===== src/rtl/adder_share_pkg.sv =====
// rtl/adder_share_pkg.sv - shared constants and state encoding for adder_share_ctrl
package adder_share_pkg;

    localparam int ADD_W = 16;

    localparam logic OP_ADD = 1'b0;
    localparam logic OP_SUB = 1'b1;

    typedef enum logic [1:0] {
        ST_IDLE = 2'd0,
        ST_EXEC = 2'd1,
        ST_DONE = 2'd2
    } state_t;

    // Round-robin pick between two requesters; caller guarantees |req.
    // With both requesting, the one that did not win last time goes next.
    function automatic logic rr_pick(input logic [1:0] req, input logic last_grant);
        if (req == 2'b11) begin
            return ~last_grant;
        end
        return req[1];
    endfunction

endpackage


===== src/rtl/fa16.sv =====
// rtl/fa16.sv - 16-bit ripple-carry full adder datapath
// Ports: A, B (addends), Ci (carry in), S (sum), Co (carry out). Purely combinational.
module FA16 (
    input  logic [15:0] A,
    input  logic [15:0] B,
    input  logic        Ci,
    output logic [15:0] S,
    output logic        Co
);

    logic [16:0] c;

    assign c[0] = Ci;

    genvar i;
    generate
        for (i = 0; i < 16; i++) begin : g_bit
            assign S[i]   = A[i] ^ B[i] ^ c[i];
            assign c[i+1] = (A[i] & B[i]) | (c[i] & (A[i] ^ B[i]));
        end
    endgenerate

    assign Co = c[16];

endmodule


===== src/rtl/adder_share_ctrl.sv =====
// rtl/adder_share_ctrl.sv - time-shares one FA16 between two add/subtract requesters
// Ports: clk, rst_n (async active-low); req/op/A0/B0/A1/B1 from requesters;
//        gnt/done one-hot pulses; S/Co/V/Z registered result and flags; busy.
module adder_share_ctrl
    import adder_share_pkg::*;
#(
    parameter int W    = 16,
    parameter int NREQ = 2
) (
    input  logic            clk,
    input  logic            rst_n,
    input  logic [NREQ-1:0] req,
    input  logic [NREQ-1:0] op,
    input  logic [W-1:0]    A0,
    input  logic [W-1:0]    B0,
    input  logic [W-1:0]    A1,
    input  logic [W-1:0]    B1,
    output logic [NREQ-1:0] gnt,
    output logic [NREQ-1:0] done,
    output logic [W-1:0]    S,
    output logic            Co,
    output logic            V,
    output logic            Z,
    output logic            busy
);

    state_t         state, state_nxt;
    logic [W-1:0]   op_a, op_b;
    logic           op_sub;
    logic           owner;
    logic           last_grant;

    logic           grant_owner;
    logic           grant_take;
    logic [NREQ-1:0] gnt_c;

    logic [W-1:0]   b_mod;
    logic [W-1:0]   sum;
    logic           carry;

    always_comb begin
        state_nxt   = state;
        grant_take  = 1'b0;
        grant_owner = 1'b0;
        gnt_c       = '0;
        case (state)
            ST_IDLE: begin
                if (|req) begin
                    grant_take  = 1'b1;
                    grant_owner = rr_pick(req, last_grant);
                    gnt_c       = grant_owner ? 2'b10 : 2'b01;
                    state_nxt   = ST_EXEC;
                end
            end
            ST_EXEC: state_nxt = ST_DONE;
            ST_DONE: state_nxt = ST_IDLE;
            default: state_nxt = ST_IDLE;
        endcase
    end

    // Subtract is A + ~B + 1, so the op bit doubles as the carry-in.
    assign b_mod = (op_sub == OP_SUB) ? ~op_b : op_b;

    FA16 u_fa16 (
        .A  (op_a),
        .B  (b_mod),
        .Ci (op_sub),
        .S  (sum),
        .Co (carry)
    );

    always_ff @(posedge clk or negedge rst_n) begin
        if (!rst_n) begin
            state      <= ST_IDLE;
            op_a       <= '0;
            op_b       <= '0;
            op_sub     <= OP_ADD;
            owner      <= 1'b0;
            last_grant <= 1'b1;
            S          <= '0;
            Co         <= 1'b0;
            V          <= 1'b0;
            Z          <= 1'b0;
        end else begin
            state <= state_nxt;
            if (grant_take) begin
                op_a       <= grant_owner ? A1 : A0;
                op_b       <= grant_owner ? B1 : B0;
                op_sub     <= op[grant_owner];
                owner      <= grant_owner;
                last_grant <= grant_owner;
            end
            if (state == ST_EXEC) begin
                S  <= sum;
                Co <= carry;
                V  <= (op_a[W-1] == b_mod[W-1]) && (sum[W-1] != op_a[W-1]);
                Z  <= (sum == '0);
            end
        end
    end

    // gnt is decoded from IDLE and live req, so it is masked while reset is
    // asserted to keep it low even if requesters hold req through reset.
    assign gnt  = gnt_c & {NREQ{rst_n}};
    assign done = (state == ST_DONE) ? (owner ? 2'b10 : 2'b01) : '0;
    assign busy = (state == ST_EXEC) || (state == ST_DONE);

endmodule


===== config.mk =====
export PLATFORM = sky130hd
export DESIGN_NAME = adder_share_ctrl
export DESIGN_NICKNAME = d
export VERILOG_FILES = /design/src/rtl/adder_share_pkg.sv /design/src/rtl/fa16.sv /design/src/rtl/adder_share_ctrl.sv
export SDC_FILE = /design/constraint.sdc
export NUM_CORES = 1
export LEC_CHECK = 0
export CORE_MARGIN = 2
export CORE_UTILIZATION = 43
export DETAILED_ROUTE_END_ITERATION = 8
export DONT_BUFFER_PORTS = 1
export SETUP_SLACK_MARGIN = 0.4
export SYNTH_ARGS = -nofsm -noshare
export SYNTH_HDL_FRONTEND = slang
export SYNTH_HIERARCHICAL = 1
export SYNTH_SLANG_ARGS = --single-unit

===== constraint.sdc =====
create_clock -name clk -period 7.65 [get_ports clk]
set_input_delay 1.53 -clock clk [delete_from_list [all_inputs] [get_ports clk]]
set_output_delay 1.53 -clock clk [all_outputs]
set_load 0.05 [all_outputs]

# Word-level counts from Yosys, hierarchy flattened
# Cells that the tools add are included.
dict set report totals {
  register_bits 56
  in_bits 70
  out_inout_bits 24
  elab_cells 128
}
dict set report op_classes {
  order_cmp 1
  eq_ne 6
  muxes 23
  n_bitwise 83
  n_reduce_logical 5
}
# cell count
set ops {}
lappend ops {{16-bit two-way mux} 3}
lappend ops {{1-bit bitwise AND} 32}
lappend ops {{1-bit bitwise XOR} 32}
lappend ops {{16-bit logical NOT} 1}
lappend ops {{16-bit NOT} 1}
lappend ops {{1-bit OR} 16}
lappend ops {{1-bit two-way mux} 13}
lappend ops {{2-bit two-way mux} 6}
lappend ops {{2-bit equality test (second input constant)} 2}
lappend ops {{2-bit one-hot mux with 2 select lines} 1}
lappend ops {{2-bit bitwise AND} 1}
lappend ops {{2-bit by 1-bit equality test with 1-bit output (second input constant)} 1}
lappend ops {{2-bit logical NOT} 1}
lappend ops {{1-bit by 2-bit < comparator with 1-bit output (second input constant)} 1}
lappend ops {{2-bit != test (second input constant)} 1}
lappend ops {{2-bit OR reduction} 1}
lappend ops {{1-bit equality test} 1}
lappend ops {{1-bit logical AND} 1}
lappend ops {{1-bit logical OR} 1}
lappend ops {{1-bit != test} 1}
lappend ops {{1-bit NOT} 1}

# Longest topological paths before layout
# Gate-level depths: netlist of run 1.
dict set report logic_depth {
  depth_word 36
  mapped_depth 25
  depth_no_buf 24
}

# By module
# The synthesis of run 1 kept the hierarchy.
# module n_inst cells_each area_per_inst_um2 seq_area_each_um2
set modules_own_cells {}
lappend modules_own_cells {adder_share_ctrl 1 274 2733.9 1402.6}
lappend modules_own_cells {FA16 1 26 357.8 0.0}

# Worst setup path after synthesis of run 1
# Ideal clock, no wire load.
dict set report synth_path {
  path_type {reg-to-reg}
  from {register op_sub}
  to {register V}
  setup_ns 0.082
  arrival_ns 7.252
  required_time_ns 7.568
  slack_ns 0.316
  path_stages_with_launch 25
  n_path_buf 1
  synth_period_minus_slack_ns 7.334
  cell_sequence {dfrtp_1 -> buf_6 -> xor2_1 -> fa_1 -> inv_1 -> fa_1 -> inv_1 -> fa_1 -> fa_1 -> fa_1 -> fa_1 -> fa_1 -> fa_1 -> fa_1 -> fa_1 -> fa_1 -> fa_1 -> fa_1 -> fa_1 -> fa_1 -> inv_1 -> fa_1 -> inv_1 -> or3b_1 -> a31oi_1}
}
dict set report synth_between {
  elab_chain_cells 35
  word_cells_on_any_way 66
  cone_classes {eq/ne: 2; mux: 1; bitwise: 62; reduce/logical: 1}
}
# element line_no
set synth_rtl {}
lappend synth_rtl {{start: declaration} adder_share_ctrl.sv:29} ;# logic op_sub;
lappend synth_rtl {{start signal: assignment} adder_share_ctrl.sv:89} ;# op_sub <= op[grant_owner];
lappend synth_rtl {{16-bit two-way mux *} adder_share_ctrl.sv:62} ;# assign b_mod = (op_sub == OP_SUB) ? ~op_b : op_b;
lappend synth_rtl {{via b_mod[0]} adder_share_ctrl.sv:37} ;# logic [W-1:0] b_mod;
lappend synth_rtl {{1-bit bitwise XOR} fa16.sv:19} ;# assign c[i+1] = (A[i] & B[i]) | (c[i] & (A[i] ^ B[i]));
lappend synth_rtl {{1-bit bitwise AND} fa16.sv:19}
lappend synth_rtl {{1-bit OR *} fa16.sv:19}
lappend synth_rtl {{1-bit bitwise AND *} fa16.sv:19}
lappend synth_rtl {{1-bit OR *} fa16.sv:19}
lappend synth_rtl {{1-bit bitwise AND *} fa16.sv:19}
lappend synth_rtl {{[21 not listed]} n/a}
lappend synth_rtl {{1-bit bitwise AND *} fa16.sv:19}
lappend synth_rtl {{1-bit OR *} fa16.sv:19}
lappend synth_rtl {{1-bit bitwise AND *} fa16.sv:19}
lappend synth_rtl {{1-bit OR *} fa16.sv:19}
lappend synth_rtl {{1-bit bitwise XOR *} fa16.sv:18} ;# assign S[i] = A[i] ^ B[i] ^ c[i];
lappend synth_rtl {{via sum[15]} adder_share_ctrl.sv:38} ;# logic [W-1:0] sum;
lappend synth_rtl {{1-bit != test *} adder_share_ctrl.sv:96} ;# V <= (op_a[W-1] == b_mod[W-1]) && (sum[W-1] != op_a[W-1]);
lappend synth_rtl {{1-bit logical AND *} adder_share_ctrl.sv:96}
lappend synth_rtl {{end signal: assignment} adder_share_ctrl.sv:96}
lappend synth_rtl {{end: declaration} adder_share_ctrl.sv:22} ;# output logic V,
# The timed path passes the listed nets; every way through them passes the cells marked *.
# A chain may end at the register's enable or synchronous reset.

# Worst setup path in the final report of run 1
# Same ends and word-level chain as after synthesis.

==> qor.yml, run 1 <==
drt:
  drcViolationCount: 0
  via_per_inst: 5.44
  wl_per_cell_um: 18.1
  first_iter_violations: 87
  via_count: 2098
  drt-total-wl_um: 6970
  dr.pass1.iters: 4
  antenna_left: 0
clock_network:
  cts_tree: "built"
  cts_max_level: 2
  holdBufCountCts: 0
  clk_path_buf_depth: 2
  clkTransAtPathRegs_ns: 0.09
  cts_buffers: 5
  clk_latency_ns: 0.31
  cts-root-buf: "clkbuf_8"
  cts_sinks: 56
worst_setup_path:
  cp_max_fo: 4
  cp-start-kind: "flip-flop"
  crit_arrival_ns: 7.30
  endpoint_kind: "flip-flop"
  cpMostUsedCell: "fa_2"
  worst_path_max_delay_cell: "fa_1"
  crit_path_max_incr_delay_ns: 0.42
  cp.required_ns: 7.88
  crit_path_cell_trace: "xor2_1 > fa_1 > inv_1 > fa_1 > inv_1 > fa_1 > fa_2 > fa_1 > fa_2 > fa_2 > fa_2 > fa_2 > fa_2 > fa_2 > fa_2 > fa_2 > fa_2 > fa_1 > inv_1 > fa_1 > inv_2 > or3b_1 > a31oi_1"
  crit_type: "reg -> reg"
floorplanning:
  die_height_um: 88.8
  rows: 30
  start_util_pct: 45.0
  dieArea_sq_mm: 0.00788
  core_sq_mm: 0.00687
  fp.dieW_um: 88.8
  ios: 94
sta:
  period_share_pct: 92.4
  rsz0062_at_grt: "true"
  hold_viol: 0
  max_freq_mhz: 141
  maxSlewViolCount: 0
  finalSetupViolations: 0
  tightest_slew_ns: 0.936
  maxSlewHeadroom_pct: 37.5
  min_period_ns: 7.07
  finClkSkew_ns: 0.00920
  setup-tns-final_ns: 0
grt:
  grt_pass1_wl_um: 11100
  grt_max_degree: 59
  overflow: 0
  antenna_found_initial: 1
  grt_pass1_vias: 2175
  grt.total_usage_pct: 18.7
job:
  cap_viol_max_count: 0
status:
  status: "finished, final reports clean"
placement:
  dp.final_hpwl_um: 5010
  gp_congestion: 0.731
  port_buffers: 0
synth:
  ys_seq_elements: 56
  avgSynthCellArea_sq_um: 10.3
  synth.yosys.seq_area_share_pct: 45.4
  synth_area_leaders: "dfrtp_1, fa_1, mux2_2"
  netlist_area_sq_mm: 0.00309
  yosysUniqueCellTypes: 35
  synth_top_area_share_pct: 44.5
  synth_top_area_cell: "dfrtp_1"
  synth_cells: 300
  synth.net_count: 391
  yosys_warnings: 6
cells_and_area:
  insertedDiodeCount: 0
  drive_gt1_share_pct: 15.9
  syn2layout_area_growth_pct: 4.65
  nets: 381
  n_fill_cell: 674
min_path:
  hp-class: "reg -> reg"
-- kinds of logic (layout without fill, tap and decap cells) --
family                     after synthesis  in the layout  synth area share [%]
muxes                                   19             19                  6.92
and+or+nand+nor                         47             47                  6.92
AOI/OAI and AO/OA                      108            108                  18.7
buffers and inverters                   33             23                  4.98
adders and majority gates               21             21                  12.4
xor gates and xnor gates                16             16                  4.78
DFF                                     56             56                  45.4
-- worst paths after layout --
kind                         start    endpoint  slack [ns]  cells past startpoint
max                         op_sub           V        0.58                     23
min reg2reg                op_b[8]     op_b[8]        0.51                      2
max reg2reg                 op_sub           V        0.58                     23
max in group asynchronous    rst_n  last_grant        6.55                      0
min in group asynchronous    rst_n        S[6]        0.91                      0
min                        op_b[8]     op_b[8]        0.51                      2
-- registers in the layout, indices dropped and copies added, names as in the netlist --
signal and cells:
S 16, Co 1, owner 1, op_a 16, op_b 16, V 1
last_grant 1, state 2, Z 1, op_sub 1
-- synthesized netlist by cell type --
library cell	n
dfrtp_1	55
a21oi_1	34
nand2_1	33
o21ai_0	33
o21ai_1	33
mux2_2	19
fa_1	16
xor2_1	15
inv_1	12
clkbuf_1	9
buf_2	6
ha_1	5
buf_4	4
a31oi_1	2
and3_1	2
nor2_1	2
nor4_1	2
a21bo_2	1
a21boi_4	1
a22o_1	1
and2_1	1
buf_1	1
buf_6	1
dfstp_2	1
nand2b_1	1
nand3b_1	1
nand4_1	1
nor2b_1	1
nor3b_1	1
nor4b_1	1
o21a_2	1
o21ai_2	1
o41ai_1	1
or3b_1	1
xor2_2	1
-- worst max-delay path: cells and delay by family, from the launching register on --
family	cells	cell delay, ns
AO/OA/AOI/OAI	1	0.16
AND/OR/NAND/NOR	1	0.34
buffers and inverters	4	0.29
flip-flops	1	0.41
adder cells (fa/ha/maj)	16	5.60
XOR/XNOR	1	0.18
-- repair_timing --
item                       CTS  global route
setup endpoints to repair    2             2
buffers inserted             1             0
gates resized for setup      3             5
cloned                       0             0
-- through the flow --
step | setup slack (ns) | cells | utilization [%] | hold slack, ns | area [sq um]
floorplan | 0.434 | 300 | - | 0.456 | 3100
global placement | 0.383 | 378 | 45.6 | 0.481 | 3130
detailed placement | 0.280 | 378 | 45.6 | 0.486 | 3130
CTS | 0.422 | 386 | 47.0 | 0.509 | 3230
global route | 0.360 | 386 | 47.1 | 0.542 | 3240
finish | 0.580 | 386 | 47.1 | 0.512 | 3240
-- placed cells by master, fill, tap and decap left out, types with 2 or more instances in the layout --
master / netlist / final
nor4_1: 2 / 2
dfrtp_1: 55 / 55
ha_1: 5 / 5
fa_1: 16 / 6
nand2_1: 33 / 33
nor2_1: 2 / 2
clkbuf_8: 0 / 5
and3_1: 2 / 2
xor2_1: 15 / 15
fa_2: 0 / 10
inv_1: 12 / 11
buf_4: 4 / 4
a31oi_1: 2 / 2
a21oi_1: 34 / 34
mux2_2: 19 / 19
o21ai_1: 33 / 33
o21ai_0: 33 / 33
-- routing by layer --
layer  global-route usage [%]  up-vias  wire length, um
li1                         -     1002                -
met5                        0        -                0
met4                     5.10        0               57
met2                     27.7       69             3190
met3                     4.94        5              447
met1                     27.1     1022             3280
-- area by class of cell --
type	count	area [sq um]	area share (%)
timing repair buffer	4	30.0	0.928
sequential	56	1400	43.3
clock inverter	1	5.00	0.155
inverter	12	45.0	1.39
clock buffer	6	72.6	2.24
tap	96	120	3.71
multi-input combinational	211	1560	48.2
Power of run 1 is not shown: default switching activity piles up to over one toggle a cycle in this logic, so the estimate is an artifact.
==> inputs of run 2 (changes only) <==
Settings changed: CORE_UTILIZATION 43 to 57, PLACE_DENSITY set to 0.75.
==> qor.yml, run 2 (synthesized netlist as in run 1, its figures left out) <==
floorplanning:
  start_util_pct: 59.8  # +15 points
  rows: 26  # -13%
  ios: 94  # unchanged
  die_height_um: 77.7  # -13%
  dieArea_sq_mm: 0.00603  # -24%
  fp.dieW_um: 77.7  # -13%
  core_sq_mm: 0.00517  # -25%
drt:
  via_count: 2153  # +2.6%
  drcViolationCount: 0  # unchanged
  first_iter_violations: 147  # +69%
  wl_per_cell_um: 18.4  # +1.7%
  antenna_left: 0  # unchanged
  via_per_inst: 5.98  # +10%
  dr.pass1.iters: 4  # unchanged
  drt-total-wl_um: 6620  # -5.1%
clock_network:
  clk_path_buf_depth: 2  # unchanged
  holdBufCountCts: 0  # unchanged
  cts_sinks: 56  # unchanged
  cts-root-buf: "clkbuf_8"
  clk_latency_ns: 0.31  # about the same
  cts_tree: "built"
  cts_buffers: 5  # unchanged
  clkTransAtPathRegs_ns: 0.09  # about the same
  cts_max_level: 2  # unchanged
worst_setup_path:
  crit_path_cell_trace: "xor2_1 > fa_1 > inv_1 > fa_1 > inv_1 > fa_2 > fa_2 > fa_1 > fa_2 > fa_2 > fa_2 > fa_2 > fa_2 > fa_2 > fa_2 > fa_2 > fa_2 > fa_1 > inv_1 > fa_1 > inv_2 > or3b_1 > a31oi_1"
  endpoint_kind: "flip-flop"
  crit_arrival_ns: 7.24  # -0.06 ns
  crit_path_max_incr_delay_ns: 0.41  # about the same
  worst_path_max_delay_cell: "dfrtp_1"
  crit_type: "reg -> reg"
  r2r_slack_ns: 0.64  # +0.06 ns
  cpMostUsedCell: "fa_2"
  cp-start-kind: "flip-flop"
  cp.required_ns: 7.89  # about the same
  cp_max_fo: 4  # unchanged
sta:
  setup-tns-final_ns: 0  # unchanged
  min_period_ns: 7.01  # -0.0621 ns
  maxSlewViolCount: 0  # unchanged
  rsz0062_at_grt: "false"
  finalSetupViolations: 0  # unchanged
  max_freq_mhz: 143  # +0.89%
  tightest_slew_ns: 0.940  # +0.00398 ns
  maxSlewHeadroom_pct: 37.2  # -0.27 points
  period_share_pct: 91.6  # -0.81 points
  finClkSkew_ns: 0.00418  # -0.00502 ns
  hold_viol: 0  # unchanged
job:
  cap_viol_max_count: 0  # unchanged
placement:
  gp_congestion: 0.774  # +5.9%
  dp.final_hpwl_um: 4730  # -5.5%
  port_buffers: 0  # unchanged
grt:
  grt_pass1_vias: 2133  # -1.9%
  grt_util_met3_pct: 5.00  # +0.056 points
  grt_max_degree: 59  # unchanged
  grt.total_usage_pct: 23.4  # +4.7 points
  grt_pass1_wl_um: 10900  # -1.7%
  overflow: 0  # unchanged
  met2_usage_pct: 34.6  # +6.8 points
  grt_util_met1_pct: 34.9  # +7.8 points
  antenna_found_initial: 0  # -1
  busiest_layer: "met1"
cells_and_area:
  nets: 381  # unchanged
  drive_gt1_share_pct: 16.6  # +0.69 points
  top_regs: "S (16), op_a (16), op_b (16)"
  layout_common_cells: "dfrtp_1, a21oi_1, o21ai_0, nand2_1, o21ai_1"
  final_common_cell: "dfrtp_1"
  syn2layout_area_growth_pct: 4.29
  insertedDiodeCount: 0  # unchanged
min_path:
  hp-class: "reg -> reg"
status:
  status: "finished, final reports clean"
==> run 2: cell count changes in the layout (fill, tap and decap cells not counted), sizes merged <==
| cell | before | now |
|---|---|---|
| clkinv | 1 | 0 |
| clkbuf | 6 | 7 |
==> run 2: final timing paths <==
| path | cells after the start | startpoint | to |
|---|---|---|---|
| setup reg to reg | 23 | op_sub | V |
| max in group asynchronous | 0 | rst_n | last_grant |
| min in group asynchronous | 0 | rst_n | S[9] |
| hold reg to reg | 2 | op_a[1] | op_a[1] |
| hold / removal | 2 | op_a[1] | op_a[1] |
| setup / recovery | 23 | op_sub | V |
==> run 2: layout make-up <==
class                           count  area (sq um)
Sequential cell                    56          1400
Inverter                           12          45.0
Timing Repair Buffer                4          30.0
Fill cell                         429          1950
Clock buffer                        7          96.3
Tap cell                           70          87.6
Multi-Input combinational cell    211          1560
==> run 2: per-stage QoR <==
stage	std cells	area, sq um	worst slack [ns]	utilization [%]	hold WS [ns]
2_1_floorplan	300	3100	0.434	-	0.456
3_3_place_gp	352	3100	0.390	59.9	0.482
3_5_place_dp	352	3100	0.296	59.9	0.485
4_1_cts	360	3210	0.407	62.0	0.507
5_1_grt	360	3220	0.439	62.3	0.542
6_report	360	3220	0.642	62.3	0.503
==> run 2: what timing repair did <==
item / 4_1_cts / 5_1_grt
setup buffers: 1 / 0
endpoints found under the setup margin: 2 / 2
resized for setup: 2 / 7
==> run 2: critical path, delay by kind of cell (launching register included) <==
kind	cells	cell delay (ns)
buffers and inverters	4	0.29
AO/OA/AOI/OAI	1	0.16
XOR/XNOR	1	0.18
flip-flops	1	0.41
AND/OR/NAND/NOR	1	0.34
adder cells (fa/ha/maj)	16	5.54
==> run 2: layer usage <==
layer | wire (um) | vias to the layer above
li1 | - | 1009
met1 | 3020 | 1055
met2 | 3050 | 84
met3 | 480 | 5
met4 | 70 | 0
met5 | 0 | -
Power of run 2 is left out for the same reason.
